--- config.mk ---
export PLATFORM = sky130hd
export DESIGN_NAME = uart_tx_fifo
export DESIGN_NICKNAME = d
export VERILOG_FILES = /design/src/rtl/uart_tx_fifo.sv
export SDC_FILE = /design/constraint.sdc
export NUM_CORES = 1
export LEC_CHECK = 0
export ABC_AREA = 1
export ABC_CLOCK_PERIOD_IN_PS = 2000
export BUFFER_PORTS_ARGS = -buffer_cell sky130_fd_sc_hd__buf_2
export CAP_MARGIN = 20
export CORE_MARGIN = 10
export CORE_UTILIZATION = 45
export CTS_BUF_LIST = sky130_fd_sc_hd__clkbuf_8
export CTS_CLUSTER_SIZE = 12
export DETAILED_ROUTE_END_ITERATION = 6
export RECOVER_POWER = 50
export SETUP_SLACK_MARGIN = 0.2
export SYNTH_ARGS = -nofsm -noshare
export SYNTH_HDL_FRONTEND = slang
export SYNTH_SLANG_ARGS = --single-unit
--- constraint.sdc ---
create_clock -name clk_fast -period 2 [get_ports clk_fast]
set_input_delay 0.1 -clock clk_fast [delete_from_list [all_inputs] [get_ports clk_fast]]
set_output_delay 0.1 -clock clk_fast [all_outputs]
set_load 0.01 [all_outputs]
--- src/rtl/uart_tx_fifo.sv ---
// UART transmitter fed by a small FIFO; every line level lasts one baud_pulse interval.
// Frames are start bit, DATA_W data bits LSB first, then STOP_BITS stop bits.
module uart_tx_fifo #(
    parameter int DATA_W     = 8,
    parameter int FIFO_DEPTH = 4,
    parameter int STOP_BITS  = 1
) (
    input  logic                          clk_fast,
    input  logic                          rst_n,
    input  logic                          baud_pulse,
    input  logic [DATA_W-1:0]             din,
    input  logic                          din_valid,
    output logic                          din_ready,
    output logic                          tx,
    output logic                          busy,
    output logic [$clog2(FIFO_DEPTH):0]   fifo_count
);
    localparam int PTR_W = $clog2(FIFO_DEPTH);
    localparam int CNT_W = PTR_W + 1;
    localparam int BIT_W = (DATA_W > 1) ? $clog2(DATA_W) : 1;

    typedef enum logic [1:0] {IDLE, START, DATA, STOP} state_t;

    state_t             state_q, state_d;
    logic [DATA_W-1:0]  mem_q [FIFO_DEPTH];
    logic [PTR_W-1:0]   wr_ptr_q, wr_ptr_d;
    logic [PTR_W-1:0]   rd_ptr_q, rd_ptr_d;
    logic [CNT_W-1:0]   count_q, count_d;
    logic [DATA_W-1:0]  shift_q, shift_d;
    logic [BIT_W-1:0]   bit_cnt_q, bit_cnt_d;
    logic               stop_cnt_q, stop_cnt_d;
    logic               tx_q, tx_d;
    logic               push, pop, fifo_empty, last_stop;

    // Fullness and emptiness use the current count, so a same-cycle pop never frees a slot
    // for a write and a same-cycle write never feeds a pop.
    assign din_ready  = (count_q != CNT_W'(FIFO_DEPTH));
    assign fifo_empty = (count_q == '0);
    assign push       = din_valid && din_ready && rst_n;
    assign last_stop  = (int'(stop_cnt_q) >= STOP_BITS - 1);
    assign pop        = baud_pulse && !fifo_empty &&
                        ((state_q == IDLE) || ((state_q == STOP) && last_stop));

    always_comb begin
        state_d    = state_q;
        shift_d    = shift_q;
        bit_cnt_d  = bit_cnt_q;
        stop_cnt_d = stop_cnt_q;
        tx_d       = tx_q;
        wr_ptr_d   = wr_ptr_q + PTR_W'(push);
        rd_ptr_d   = rd_ptr_q + PTR_W'(pop);
        count_d    = count_q + CNT_W'(push) - CNT_W'(pop);

        if (baud_pulse) begin
            unique case (state_q)
                IDLE: begin
                    if (pop) begin
                        shift_d = mem_q[rd_ptr_q];
                        tx_d    = 1'b0;
                        state_d = START;
                    end else begin
                        tx_d = 1'b1;
                    end
                end
                START: begin
                    tx_d      = shift_q[0];
                    shift_d   = shift_q >> 1;
                    bit_cnt_d = '0;
                    state_d   = DATA;
                end
                DATA: begin
                    if (bit_cnt_q == BIT_W'(DATA_W - 1)) begin
                        tx_d       = 1'b1;
                        stop_cnt_d = 1'b0;
                        state_d    = STOP;
                    end else begin
                        tx_d      = shift_q[0];
                        shift_d   = shift_q >> 1;
                        bit_cnt_d = bit_cnt_q + BIT_W'(1);
                    end
                end
                STOP: begin
                    if (!last_stop) begin
                        stop_cnt_d = stop_cnt_q + 1'b1;
                        tx_d       = 1'b1;
                    end else if (pop) begin
                        // Back-to-back frame: next start bit follows the last stop bit directly.
                        shift_d = mem_q[rd_ptr_q];
                        tx_d    = 1'b0;
                        state_d = START;
                    end else begin
                        tx_d    = 1'b1;
                        state_d = IDLE;
                    end
                end
            endcase
        end
    end

    always_ff @(posedge clk_fast or negedge rst_n) begin
        if (!rst_n) begin
            state_q    <= IDLE;
            wr_ptr_q   <= '0;
            rd_ptr_q   <= '0;
            count_q    <= '0;
            shift_q    <= '0;
            bit_cnt_q  <= '0;
            stop_cnt_q <= 1'b0;
            tx_q       <= 1'b1;
        end else begin
            state_q    <= state_d;
            wr_ptr_q   <= wr_ptr_d;
            rd_ptr_q   <= rd_ptr_d;
            count_q    <= count_d;
            shift_q    <= shift_d;
            bit_cnt_q  <= bit_cnt_d;
            stop_cnt_q <= stop_cnt_d;
            tx_q       <= tx_d;
        end
    end

    // Storage needs no reset: only slots below the occupancy count are ever read.
    always_ff @(posedge clk_fast) begin
        if (push) begin
            mem_q[wr_ptr_q] <= din;
        end
    end

    assign tx         = tx_q;
    assign busy       = (state_q != IDLE);
    assign fifo_count = count_q;
endmodule

Yosys cells after proc, flatten, opt, wreduce, memory -nomap -nowiden:

Memories as Yosys holds them, arrays and structs flattened.
Cells that the tools add are included.

* register bits after elaboration: 21
* RAM bits: 32
* input port bits: 12
* output and inout bits: 6
* memories: 1

Memory list
* mem_q: words 4, bits a word 8, rd ports 1, clocked after Yosys merged registers in 0, write ports 1, RTL line 25 `logic [DATA_W-1:0] mem_q [FIFO_DEPTH];`

* $add $sub $neg: 5
* equality and inequality tests: 9
* multiplexer cells: 14
* reduce and logical (&&, ||, !) cells: 14

Operators with widths (count)
* one-hot mux 8 bit (3 select lines): 1
* 2-to-1 mux 8 bit: 2
* AND reduction 3 bit: 3
* one-hot mux 2 bit (4 select lines): 1
* != test 2 bit (second input constant): 3
* one-hot mux 3 bit (2 select lines): 1
* 2-to-1 mux 1 bit: 5
* adder 2 x 1 -> 2 bit: 2
* equality test 2 bit (second input constant): 2
* logical AND 1 bit: 4
* 2-to-1 mux 2 bit: 2
* nonzero test 2 bit: 2
* adder 3 x 1 -> 3 bit: 1
* adder 3 x 1 -> 3 bit (second input constant): 1
* equality test 3 bit (second input constant): 1
* logical NOT 3 bit: 1
* 2-to-1 mux 3 bit: 1
* != test 3 bit (second input constant): 1
* one-hot mux 1 bit (3 select lines): 1
* subtractor 3 x 1 -> 3 bit: 1
* equality test 2 x 1 -> 1 bit (second input constant): 1
* logical NOT 2 bit: 1
* != test 2 x 1 -> 1 bit (second input constant): 1
* OR reduction 2 bit: 1
* other kinds (2): 2

Depth between registers and ports, before layout:

Gate-level depths: netlist of run 1.

* depth after elaboration: 6
* depth in mapped cells: 10

Worst setup path before layout of run 1:

Ideal clock, no wire load.

* path type: register to register
* start: register state_q[0]
* end: register count_q[2], in the netlist fifo_count[2]
* data arrival time: 1.898 ns
* slack: -0.027 ns
* stages on the path, launching flop included: 10
* path buffers: 0
* period minus slack after synthesis: 2.027 ns
* path through: dfrtp_1 > inv_1 > ha_1 > inv_2 > nand3_2 > nand2_1 > nand2_1 > ha_1 > fa_1 > xor2_1

* longest elaborated chain between the ends: 4
* elaborated cells between the ends (all ways): 5

RTL lines
* from (decl): RTL line 24 `state_t state_q, state_d;`
* from (signal assigned): RTL line 111 `state_q <= state_d;`
* equality test 2 bit or logical NOT 2 bit (tied branches)
* logical OR 1 bit *: RTL line 42 `((state_q == IDLE) || ((state_q == STOP) && last_stop));`
* logical AND 1 bit *: RTL line 41 `assign pop = baud_pulse && !fifo_empty &&`
* subtractor 3 x 1 -> 3 bit *: RTL line 52 `count_d = count_q + CNT_W'(push) - CNT_W'(pop);`
* via count_d[2]: RTL line 28 `logic [CNT_W-1:0] count_q, count_d;`
* to (signal assigned): RTL line 114 `count_q <= count_d;`
* to (decl): RTL line 28

Mark *: on every way through the listed nets, which the timed path passes. The rest lies on a longest branch.
A chain may end at the register's enable or synchronous reset.

Worst setup path after layout of run 1:

* start: register state_q[1]
* end: register count_q[2], in the netlist fifo_count[2]

The elaborated chain is that of the path after synthesis.

==> results of run 1 <==
[area by class of cell]
cell class	instances	area, sq um
clock buffers	5	68.8
clock inverters	3	12.5
fillers	481	2360
inverters	19	73.8
multi-input cells	156	858
flip-flops and latches	53	1490
well taps	70	87.6
repair buffers	33	189
[worst max-delay path, stage by stage, from the launching register on]
cell	delay, ns
dfrtp_1	0.40
inv_2	0.11
ha_4	0.21
inv_4	0.06
nand3_4	0.08
nand2_1	0.08
nand2_2	0.06
ha_4	0.16
fa_2	0.33
xor2_1	0.14
[cells in the mapped netlist, drive strengths merged]
cell type | instances | area share
a21oi | 3 | 0.0062
buf | 5 | 0.019
clkbuf | 1 | 0.0016
dfrtp | 20 | 0.21
dfstp | 1 | 0.011
edfxtp | 32 | 0.40
fa | 1 | 0.0083
ha | 9 | 0.047
inv | 19 | 0.030
nand2 | 67 | 0.11
nand3 | 19 | 0.041
nand4 | 1 | 0.0026
nor2 | 30 | 0.050
nor3 | 4 | 0.0083
o21a | 1 | 0.0031
o21ai | 13 | 0.027
or2 | 3 | 0.0078
xnor2 | 1 | 0.0036
xor2 | 4 | 0.015
[worst max-delay path by stage]
stage                           start                 endpoint  slack (ns)
6_report       state_q[1]$_DFFE_PN0P_  fifo_count[2]$_DFF_PN0_        0.26
5_1_grt                         rst_n   shift_q[7]$_DFFE_PN0P_        0.19
4_1_cts        state_q[1]$_DFFE_PN0P_  fifo_count[1]$_DFF_PN0_        0.19
3_5_place_dp   state_q[0]$_DFFE_PN0P_  fifo_count[1]$_DFF_PN0_        0.09
3_3_place_gp   state_q[0]$_DFFE_PN0P_  fifo_count[2]$_DFF_PN0_        0.17
2_1_floorplan  state_q[0]$_DFFE_PN0P_  fifo_count[1]$_DFF_PN0_        0.12
[cell usage in the layout (no fill, tap or decap)]
cell,count
a21oi_1,3
buf_2,5
buf_4,14
clkbuf_1,13
clkbuf_8,5
clkinv_1,2
clkinv_2,1
dfrtp_1,20
dfstp_2,1
dlygate4sd3_1,1
edfxtp_1,32
fa_2,1
ha_1,7
ha_4,2
inv_1,13
inv_2,5
inv_4,1
nand2_1,59
nand2_2,6
nand2_4,2
nand3_1,17
nand3_4,2
nand4_1,1
nor2_1,27
nor2_2,3
nor3_1,4
o21a_1,1
o21ai_0,10
o21ai_1,3
or2_2,3
xnor2_1,1
xor2_1,4
[cells by family (layout without fill, tap and decap cells)]
| logic type | Yosys count | after routing | share of synthesized area |
|---|---|---|---|
| compound gates | 17 | 17 | 0.0363 |
| xor+xnor | 5 | 5 | 0.0181 |
| fa+ha+maj | 10 | 10 | 0.0550 |
| buf+inv | 25 | 60 | 0.0498 |
| flops | 53 | 53 | 0.616 |
| simple gates | 124 | 124 | 0.224 |
[stage by stage]
stage / instances / utilization
global placement: 323 / 0.508
floorplan: 234 / -
global route: 339 / 0.540
finish: 339 / 0.540
CTS: 334 / 0.530
detailed placement: 323 / 0.508
[registers in the layout (all words and copies together) (netlist names)]
name        flops
wr_ptr_q        2
fifo_count      3
bit_cnt_q       3
rd_ptr_q        2
state_q         2
tx              1
mem_q          32
shift_q         8
[timing repair]
item / CTS / global route
buffers inserted: 2 / 5
hold buffers: 1 / 0
pin swaps: 0 / 2
resized for setup: 2 / 5
setup endpoints to repair: 2 / 2
endpoints found under the hold margin: 20 / 0
[per-layer routing]
metal  track usage  up-vias  part of all wire
met1         0.145      744              0.46
met2         0.177       22              0.48
met3        0.0280        8             0.032
met4        0.0476        0             0.020
li1              -      830                 -
met5             0        -                 0
[power groups by stage]
stage	clock network, mW	logic, mW	registers (mW)
floorplan	0	1.29	1.64
global placement	0	1.66	1.68
detailed placement	0	1.68	1.69
CTS	0.576	1.75	1.65
global route	0.622	2.13	1.69
finish	0.558	1.86	1.64
==> key figures, run 1 <==
Final layout
  • Final Net Count: between 200 and 300
  • N_diodes: 0
  • Finished Cell Area: 2780 sq um
  • Layout area overhead: 15.1%
  • Layout cells sized above 1: 0.190

Setup path
  • Crit Path Max Fanout: 4
  • Reg2reg path depth: 9
  • Worst Path Required: between 2 and 2.5 ns
  • R2r endpoint: fifo_count[2]$_DFF_PN0_
  • Startpoint Class: flip-flop
  • RR Startpoint: state_q[1]$_DFFE_PN0P_
  • Endpoint class of the critical path: flip-flop
  • WS Path Type: flip-flop to flip-flop
  • Critical Path AT: 1.93 ns
  • FF-to-FF setup slack: approximately 0.26 ns

Pwr
  • Total Power: a little over 4 mW
  • LEAKAGE: 1.22 nW
  • Net Sw Frac: 0.398
  • Power per cell area: 1460 nW/um^2
  • P_sw: between 1.5 and 2 mW
  • P_int: roughly 2.4 mW
  • Max rail drop VDD: 0.000573 V
  • Reg power frac: 0.405
  • Clock share of power: 0.138
  • Logic pwr share: 0.458

Placed design
  • Dpl hpwl: about 3100 um
  • Post-Place Worst Slack: 0.0933 ns
  • Placed instance area: roughly 2600 sq um
  • Gpl congestion: roughly 0.73
  • Input/output buffers: 17

Route
  • Post-DR wirelength/cell: ~14 um
  • Total wire length: about 4600 um
  • Antenna-violating nets left: 0
  • Vias: approximately 1600
  • Residual DRC count: 0
  • 1st-pass router iterations: 4
  • Vias per inst: around 4.7
  • 1st-iter DRT viols: 61

Status
  • Status: completed

Worst hold path
  • Worst hold-check path type: input port to flip-flop
  • Hold Path End: mem_q[3][5]$_DFFE_PP_
  • Hold Crit Depth: 1
  • Hold wc startpoint: din[5]

GRT
  • Vias in the first global route: around 1600
  • Global-route usage over all layers: 0.113
  • Initial antenna violation count: 0
  • Global route overflow: 0
  • Largest net degree at the start of global routing: 22
  • Global-route wire length before repair: approximately 7800 um

Die
  • Num rows: 26
  • Placeable core area: 5140 sq um
  • Chip Height: approximately 93 um
  • Die area: 8690 sq um
  • Die Wd: 93.2 um
  • Ports: 18
  • Initial Util: 0.470

Timing
  • Final Hold Viols: 0
  • Worst-margin pin slew: 1.18 ns
  • Tmin final: 1.74 ns
  • RSZ-0062 raised after global routing: no
  • Clock Skew: roughly 0.012 ns
  • Worst Hold Slack: about 0.056 ns
  • Achievable Freq: around 570 MHz
  • Slew headroom: 0.212
  • Fin worst setup slack: approximately 0.26 ns
  • Final Cycle Share: 0.871
  • Slew Limit Fails: 0
  • Fin Setup TNS: 0 ns
  • Final setup vio count: 0

Clock network
  • Reg clk slew, reported paths: ~0.09 ns
  • TritonCTS buffer count: 5
  • CTS tree: yes
  • Clock Sink Count: 53
  • Clk root buf: clkbuf_8
  • Max Buffers Root-to-Sink: 2
  • CTS H-Tree Depth: 2
  • Worst-Skew Late Latency: roughly 0.30 ns

Logic synthesis
  • Mapped Cells: 234
  • Synth Register Bits: between 50 and 60
  • Mean post-synth cell area: between 10 and 15 sq um
  • Mapped cell area: 2410 sq um
  • Yosys cell types: 26
  • Synth Warn #: 0
  • Post-synthesis sequential area ratio: 0.616
  • Syn nets: 256

Run
  • Maxcap violations: 0
Note: power is estimated with default switching activity, not from simulation.
==> run 2: changes to the inputs <==
==> constraint.sdc (replaced) <==
create_clock -name clk_fast -period 2 [get_ports clk_fast]
set_input_delay 0.4 -clock clk_fast [delete_from_list [all_inputs] [get_ports clk_fast]]
set_output_delay 0.4 -clock clk_fast [all_outputs]
set_load 0.01 [all_outputs]
==> run 2 against run 1 <==
Power grew 8.5%. Global-route usage down 0.12 points. Routed wire length is 3.0% higher. Fmax shrank 2.7%. First-iteration DRC count is 140% higher. Register-to-register slack worse by 0.05 ns. Non-clock buffer count up 2. Combinational power up 3%. Sequential share of layout area shrank 1.5 points.
==> key figures, run 2 (synthesized netlist as in run 1, its figures left out) <==
Route
  • Residual DRC count: 0 (unchanged)
  • Wl on met1: 2200 um (+3.1%)
  • 1st-pass router iterations: 4 (unchanged)
  • DR top layer: met4
  • Post-DR wirelength/cell: 13.9 um (+2.4%)
  • Met3 wire len: 156 um (+4.7%)
  • Antenna-violating nets left: 0 (unchanged)
  • Total wire length: 4730 um (+3.0%)
  • 1st-iter DRT viols: 146 (+140%)
  • Met2 wire length: 2330 um (+5.0%)
  • Vias: 1652 (+3.0%)
  • Vias per inst: 4.84 (+2.4%)

Setup path
  • Worst Path Required: 2.20 ns (about the same)
  • RR Startpoint: fifo_count[1]$_DFF_PN0_
  • FF-to-FF setup slack: 0.21 ns (-0.05 ns)
  • Crit-path slowest cell: dfrtp_1
  • CP Cell Sequence: nor2_1 > nand2_2 > nand3_4 > inv_1 > nand2_2 > nand2_4 > ha_4 > fa_2 > xor2_1
  • Startpoint Class: flip-flop
  • Endpoint class of the critical path: flip-flop
  • Most used cell along the critical path: nand2_2
  • R2r endpoint: fifo_count[2]$_DFF_PN0_
  • Critical Path AT: 1.99 ns (+0.06 ns)
  • Crit Path Max Fanout: 5 (+1)
  • Max incr delay on CP: 0.41 ns (about the same)
  • Reg2reg path depth: 9 (unchanged)
  • WS Path Type: flip-flop to flip-flop

Clock network
  • Clock Sink Count: 53 (unchanged)
  • Max Buffers Root-to-Sink: 2 (unchanged)
  • Clk root buf: clkbuf_8
  • Worst-Skew Late Latency: 0.31 ns (about the same)
  • CTS tree: yes
  • Reg clk slew, reported paths: 0.10 ns (about the same)
  • TritonCTS buffer count: 5 (unchanged)
  • Hold buffers post-CTS: 0 (-1)
  • CTS H-Tree Depth: 2 (unchanged)

Final layout
  • Area taken by multi-input logic gates: 871 sq um (+1.5%)
  • Most flops, register: mem_q
  • Finished Cell Area: 2860 sq um (+2.9%)
  • Fill cell count: 488 (+1.5%)
  • Top flop regs: mem_q (32), shift_q (8)
  • Most common cell after layout, fill and taps aside: nand2_1
  • N_diodes: 0 (unchanged)
  • Number of flip-flops under the largest register name: 32 (unchanged)
  • Most frequent cells in the layout: nand2_1 (57), edfxtp_1 (32), nor2_1 (28)
  • Final Net Count: 292 (+0.69%)
  • Layout cells sized above 1: 0.221 (+0.0318)
  • Layout area overhead: 18.4%
  • FF/Latch Area: 1490 sq um (unchanged)

GRT
  • Initial antenna violation count: 0 (unchanged)
  • Global-route wire length before repair: 7600 um (-2.6%)
  • Vias in the first global route: 1572 (-2.2%)
  • Largest net degree at the start of global routing: 22 (unchanged)
  • Global-route usage over all layers: 0.112 (-0.00119)
  • Global route overflow: 0 (unchanged)

Worst hold path
  • Hold Path End: mem_q[1][5]$_DFFE_PP_
  • Worst hold-check path type: input port to flip-flop
  • Hold wc startpoint: din[5]
  • Hold Crit Depth: 1 (unchanged)

Die
  • Die area: 8690 sq um (unchanged)
  • Ports: 18 (unchanged)
  • Die Wd: 93.2 um (unchanged)
  • Num rows: 26 (unchanged)
  • Chip Height: 93.2 um (unchanged)
  • Placeable core area: 5140 sq um (unchanged)
  • Initial Util: 0.470 (unchanged)

Run
  • Maxcap violations: 0 (unchanged)

Timing
  • Final setup vio count: 0 (unchanged)
  • RSZ-0062 raised after global routing: yes
  • Fin Setup TNS: 0 ns (unchanged)
  • Final Cycle Share: 0.895 (+0.0241)
  • Tmin final: 1.79 ns (+0.0483 ns)
  • Final Hold Viols: 0 (unchanged)
  • Worst-margin pin slew: 1.19 ns (+0.00999 ns)
  • Achievable Freq: 559 MHz (-2.7%)
  • Slew Limit Fails: 0 (unchanged)
  • Clock Skew: 0.0105 ns (-0.00165 ns)
  • Slew headroom: 0.205 (-0.00666)

Pwr
  • Total Power: 4.40 mW (+8.5%)
  • Power per cell area: 1540 nW/um^2 (+5.5%)
  • Max rail drop VDD: 0.000784 V (+37%)
  • LEAKAGE: 1.26 nW (+3.7%)

Placed design
  • Placed instance area: 2610 sq um (-0.29%)
  • Dpl hpwl: 3130 um (+1.3%)
  • Gpl congestion: 0.730 (-0.44%)
  • Input/output buffers: 17 (unchanged)

Status
  • Status: completed
[run 2: cell count changes in the layout (fill, tap and decap cells not counted), moves of 2 or more]
cell	change
buf_4	+3
clkinv_1	-2
nand2_4	+2
bufinv_16	+2
nand2_1	-2
buf_2	+2
clkbuf_1	-2
[run 2: cell type report]
| class | count | area share |
|---|---|---|
| tap | 70 | 0.0306 |
| clock buffer | 5 | 0.0241 |
| clock inverter | 3 | 0.0228 |
| multi-input combinational | 156 | 0.305 |
| sequential | 53 | 0.521 |
| timing repair buffer | 35 | 0.0714 |
| inverter | 19 | 0.0258 |
[run 2: worst max path at each step]
stage	end	slack, ns	startpoint	cells past startpoint
final	fifo_count[2]$_DFF_PN0_	0.21	fifo_count[1]$_DFF_PN0_	9
after global routing	fifo_count[2]$_DFF_PN0_	0.1	fifo_count[0]$_DFF_PN0_	9
after detailed placement	fifo_count[1]$_DFF_PN0_	0.07	state_q[0]$_DFFE_PN0P_	9
after CTS	fifo_count[2]$_DFF_PN0_	0.21	state_q[0]$_DFFE_PN0P_	10
after global placement	fifo_count[1]$_DFF_PN0_	0.13	state_q[0]$_DFFE_PN0P_	9
after floorplan	fifo_count[1]$_DFF_PN0_	0.12	state_q[0]$_DFFE_PN0P_	9
[run 2: routing by layer]
layer  vias up  global-route usage
met2        21               0.187
met3         5              0.0288
met4         0              0.0347
met1       793               0.139
met5         -                   0
li1        833                   -
[run 2: per-stage QoR]
stage / utilization / hold slack, ns / worst slack [ns] / std cells
floorplan: - / 0.104 / 0.120 / 234
global placement: 0.507 / 0.461 / 0.128 / 322
detailed placement: 0.507 / 0.458 / 0.0656 / 322
CTS: 0.538 / 0.126 / 0.207 / 333
global route: 0.556 / 0.353 / 0.0992 / 341
finish: 0.556 / 0.342 / 0.210 / 341
[run 2: what timing repair did]
action / 4_1_cts / 5_1_grt
pin swaps: 0 / 5
buffers inserted: 3 / 8
gates resized for setup: 2 / 10
endpoints found under the setup margin: 2 / 2
[run 2: report_power, final]
part           total [mW]  switching (mW)  internal (mW)
Clock               0.847           0.349          0.497
Sequential           1.65           0.188           1.46
Combinational        1.91            1.13          0.779
[run 2: worst max-delay path, delay by kind of cell (launching register included)]
kind,cells,cell delay [ns]
buf+inv,1,0.07
fa+ha+maj,2,0.51
flops,1,0.41
xor+xnor,1,0.15
simple gates,5,0.54
==> run 3: changes to the inputs <==
--- a/config.mk
+++ b/config.mk
@@ -14,6 +14,7 @@
 export CTS_BUF_LIST = sky130_fd_sc_hd__clkbuf_8
 export CTS_CLUSTER_SIZE = 12
 export DETAILED_ROUTE_END_ITERATION = 6
+export PLACE_DENSITY = 0.72
 export RECOVER_POWER = 50
 export SETUP_SLACK_MARGIN = 0.2
 export SYNTH_ARGS = -nofsm -noshare
==> constraint.sdc (replaced) <==
create_clock -name clk_fast -period 2 [get_ports clk_fast]
set_input_delay 0.4 -clock clk_fast [delete_from_list [all_inputs] [get_ports clk_fast]]
set_output_delay 0.4 -clock clk_fast [all_outputs]
set_load 0.005 [all_outputs]
==> run 3 against run 2 <==
Fmax is 0.34% higher. Sequential power about the same. Critical path depth stayed put. Die area did not move. First-iteration DRC count is 2.7% higher. Final cell count down 0.29%. Via count up 1.5%. Power shrank 7.1%. Sequential share of layout area rose by 1.4 points. Critical path type unchanged. Largest power group unchanged.
==> key figures, run 3 (synthesized netlist as in run 1, its figures left out) <==
Status
  • Status: completed

Setup path
  • Startpoint Class: flip-flop
  • CP Cell Sequence: nor2_1 > nand2_2 > nand3_4 > inv_1 > nand2_1 > nand2_1 > ha_2 > fa_2 > xor2_1
  • Most used cell along the critical path: nand2_1
  • Endpoint class of the critical path: flip-flop
  • Critical Path AT: 1.99 ns (about the same)
  • Crit Path Max Fanout: 6 (+1)
  • Worst path top cell family by delay: adder cells
  • Worst Path Required: 2.20 ns (about the same)
  • WS Path Type: flip-flop to flip-flop
  • Max incr delay on CP: 0.42 ns (about the same)
  • Worst Path Buf+Inv: 1 (unchanged)
  • Crit-path slowest cell: dfrtp_1

Die
  • Num rows: 26 (unchanged)
  • Initial Util: 0.470 (unchanged)
  • Chip Height: 93.2 um (unchanged)
  • Placeable core area: 5140 sq um (unchanged)
  • Ports: 18 (unchanged)
  • Die Wd: 93.2 um (unchanged)
  • Die area: 8690 sq um (unchanged)

Placed design
  • Dpl hpwl: 3030 um (-3.3%)
  • Gpl congestion: 0.797 (+9.3%)
  • Placed cells: 322 (unchanged)
  • Input/output buffers: 17 (unchanged)

Final layout
  • N_diodes: 0 (unchanged)
  • Post-route insts no fill: 340 (-0.29%)
  • Most frequent cells in the layout: nand2_1 (59), edfxtp_1 (32), nor2_1 (28)
  • Most common cell after layout, fill and taps aside: nand2_1
  • Most flops, register: mem_q
  • Final Net Count: 291 (-0.34%)
  • Layout cells sized above 1: 0.215 (-0.00659)
  • Layout area overhead: 15.3%
  • Top flop regs: mem_q (32), shift_q (8)
  • Fill cell count: 461 (-5.5%)
  • Number of flip-flops under the largest register name: 32 (unchanged)

Pwr
  • Reg power frac: 0.406 (+0.032)
  • Total Power: 4.09 mW (-7.1%)
  • Logic pwr share: 0.445 (+0.012)
  • Clock share of power: 0.148 (-0.044)
  • Max rail drop VDD: 0.000582 V (-26%)
  • LEAKAGE: 1.22 nW (-3.5%)
  • P_sw: 1.62 mW (-2.8%)
  • Power per cell area: 1470 nW/um^2 (-4.6%)
  • P_int: 2.47 mW (-9.7%)
  • Net Sw Frac: 0.396 (+0.0173)

Timing
  • Clock Skew: 0.00928 ns (-0.00123 ns)
  • Fin Setup TNS: 0 ns (unchanged)
  • Slew headroom: 0.220 (+0.0144)
  • Achievable Freq: 561 MHz (+0.34%)
  • Tmin final: 1.78 ns (-0.00606 ns)
  • Final setup vio count: 0 (unchanged)
  • Final Hold Viols: 0 (unchanged)
  • Worst-margin pin slew: 1.17 ns (-0.0215 ns)
  • Slew Limit Fails: 0 (unchanged)
  • Final Cycle Share: 0.892 (-0.00303)
  • RSZ-0062 raised after global routing: yes

Clock network
  • Clk root buf: clkbuf_8
  • Worst-Skew Late Latency: 0.31 ns (about the same)
  • CTS H-Tree Depth: 2 (unchanged)
  • TritonCTS buffer count: 5 (unchanged)
  • Reg clk slew, reported paths: 0.10 ns (about the same)
  • CTS tree: yes
  • Max Buffers Root-to-Sink: 2 (unchanged)
  • Clock Sink Count: 53 (unchanged)

Route
  • Residual DRC count: 0 (unchanged)
  • 1st-iter DRT viols: 150 (+2.7%)
  • Antenna-violating nets left: 0 (unchanged)
  • Post-DR wirelength/cell: 13.4 um (-3.2%)
  • Vias: 1677 (+1.5%)
  • 1st-pass router iterations: 5 (+1)
  • Vias per inst: 4.93 (+1.8%)
  • Total wire length: 4570 um (-3.5%)

Run
  • Maxcap violations: 0 (unchanged)

GRT
  • Global-route usage over all layers: 0.107 (-0.00530)
  • Initial antenna violation count: 0 (unchanged)
  • Vias in the first global route: 1603 (+2.0%)
  • Global route overflow: 0 (unchanged)
  • Largest net degree at the start of global routing: 22 (unchanged)
  • Global-route wire length before repair: 7510 um (-1.2%)

Worst hold path
  • Worst hold-check path type: input port to flip-flop
-- run 3: changes by cell type in the layout (fill, tap and decap cells not counted), sizes merged --
| cell | previous run | this run |
|---|---|---|
| clkinvlp | 0 | 3 |
| clkinv | 1 | 0 |
| bufinv | 2 | 0 |
| buf | 24 | 23 |
-- run 3: timing repair --
action | CTS | global route
gates resized for setup | 3 | 5
pin swaps | 0 | 3
hold buffers | 0 | 0
endpoints found under the setup margin | 2 | 2
cloned | 0 | 0
setup buffers | 3 | 7
-- run 3: power groups by stage --
stage | clock (mW) | sequential, mW | combinational (mW)
after CTS | 0.619 | 1.66 | 1.67
after detailed placement | 0 | 1.69 | 1.60
after floorplan | 0 | 1.62 | 1.28
after global placement | 0 | 1.69 | 1.58
after global routing | 0.682 | 1.70 | 2.08
final | 0.607 | 1.66 | 1.82
-- run 3: layout make-up --
class,instances,area [sq um],area share
inverters,19,73.8,0.0265
multi-input cells,156,846,0.304
repair buffers,34,196,0.0706
clock buffers,5,68.8,0.0247
clock inverters,3,22.5,0.00809
flip-flops and latches,53,1490,0.535
well taps,70,87.6,0.0315
-- run 3: worst reg2reg max path, delay by kind of cell (launching register included) --
| kind | cells | cell delay, ns |
|---|---|---|
| flip-flops | 1 | 0.42 |
| AND/OR/NAND/NOR | 5 | 0.51 |
| adder cells (fa/ha/maj) | 2 | 0.52 |
| buffers and inverters | 1 | 0.07 |
| XOR/XNOR | 1 | 0.14 |
-- run 3: final timing paths --
| kind | startpoint | end | slack (ns) | depth (start not counted) |
|---|---|---|---|---|
| setup / recovery | fifo_count[1]$_DFF_PN0_ | fifo_count[2]$_DFF_PN0_ | 0.22 | 9 |
| hold / removal | din[3] | mem_q[3][3]$_DFFE_PP_ | 0.34 | 1 |
| setup reg to reg | fifo_count[1]$_DFF_PN0_ | fifo_count[2]$_DFF_PN0_ | 0.22 | 9 |
| hold reg to reg | shift_q[3]$_DFFE_PN0P_ | shift_q[3]$_DFFE_PN0P_ | 0.48 | 2 |
| max in group asynchronous | rst_n | state_q[0]$_DFFE_PN0P_ | 0.67 | 2 |
| min in group asynchronous | rst_n | bit_cnt_q[1]$_DFFE_PN0P_ | 0.56 | 2 |
-- run 3: through the flow --
step                      worst slack [ns]  hold slack, ns  utilization  instance area, sq um
after global routing                 0.102           0.340        0.542                  2780
after floorplan                      0.120           0.104            -                  2430
after CTS                            0.208           0.124        0.530                  2730
after detailed placement            0.0614           0.458        0.507                  2610
after global placement               0.130           0.457        0.507                  2610
final                                0.216           0.343        0.542                  2780
-- run 3: per-layer routing --
| metal | track usage | vias up | share of wire | routed length, um |
|---|---|---|---|---|
| met5 | 0 | - | 0 | 0 |
| met4 | 0.0488 | 0 | 0.022 | 100 |
| met3 | 0.0200 | 10 | 0.032 | 144 |
| met2 | 0.187 | 37 | 0.51 | 2320 |
| met1 | 0.123 | 799 | 0.44 | 2000 |
| li1 | - | 831 | - | - |
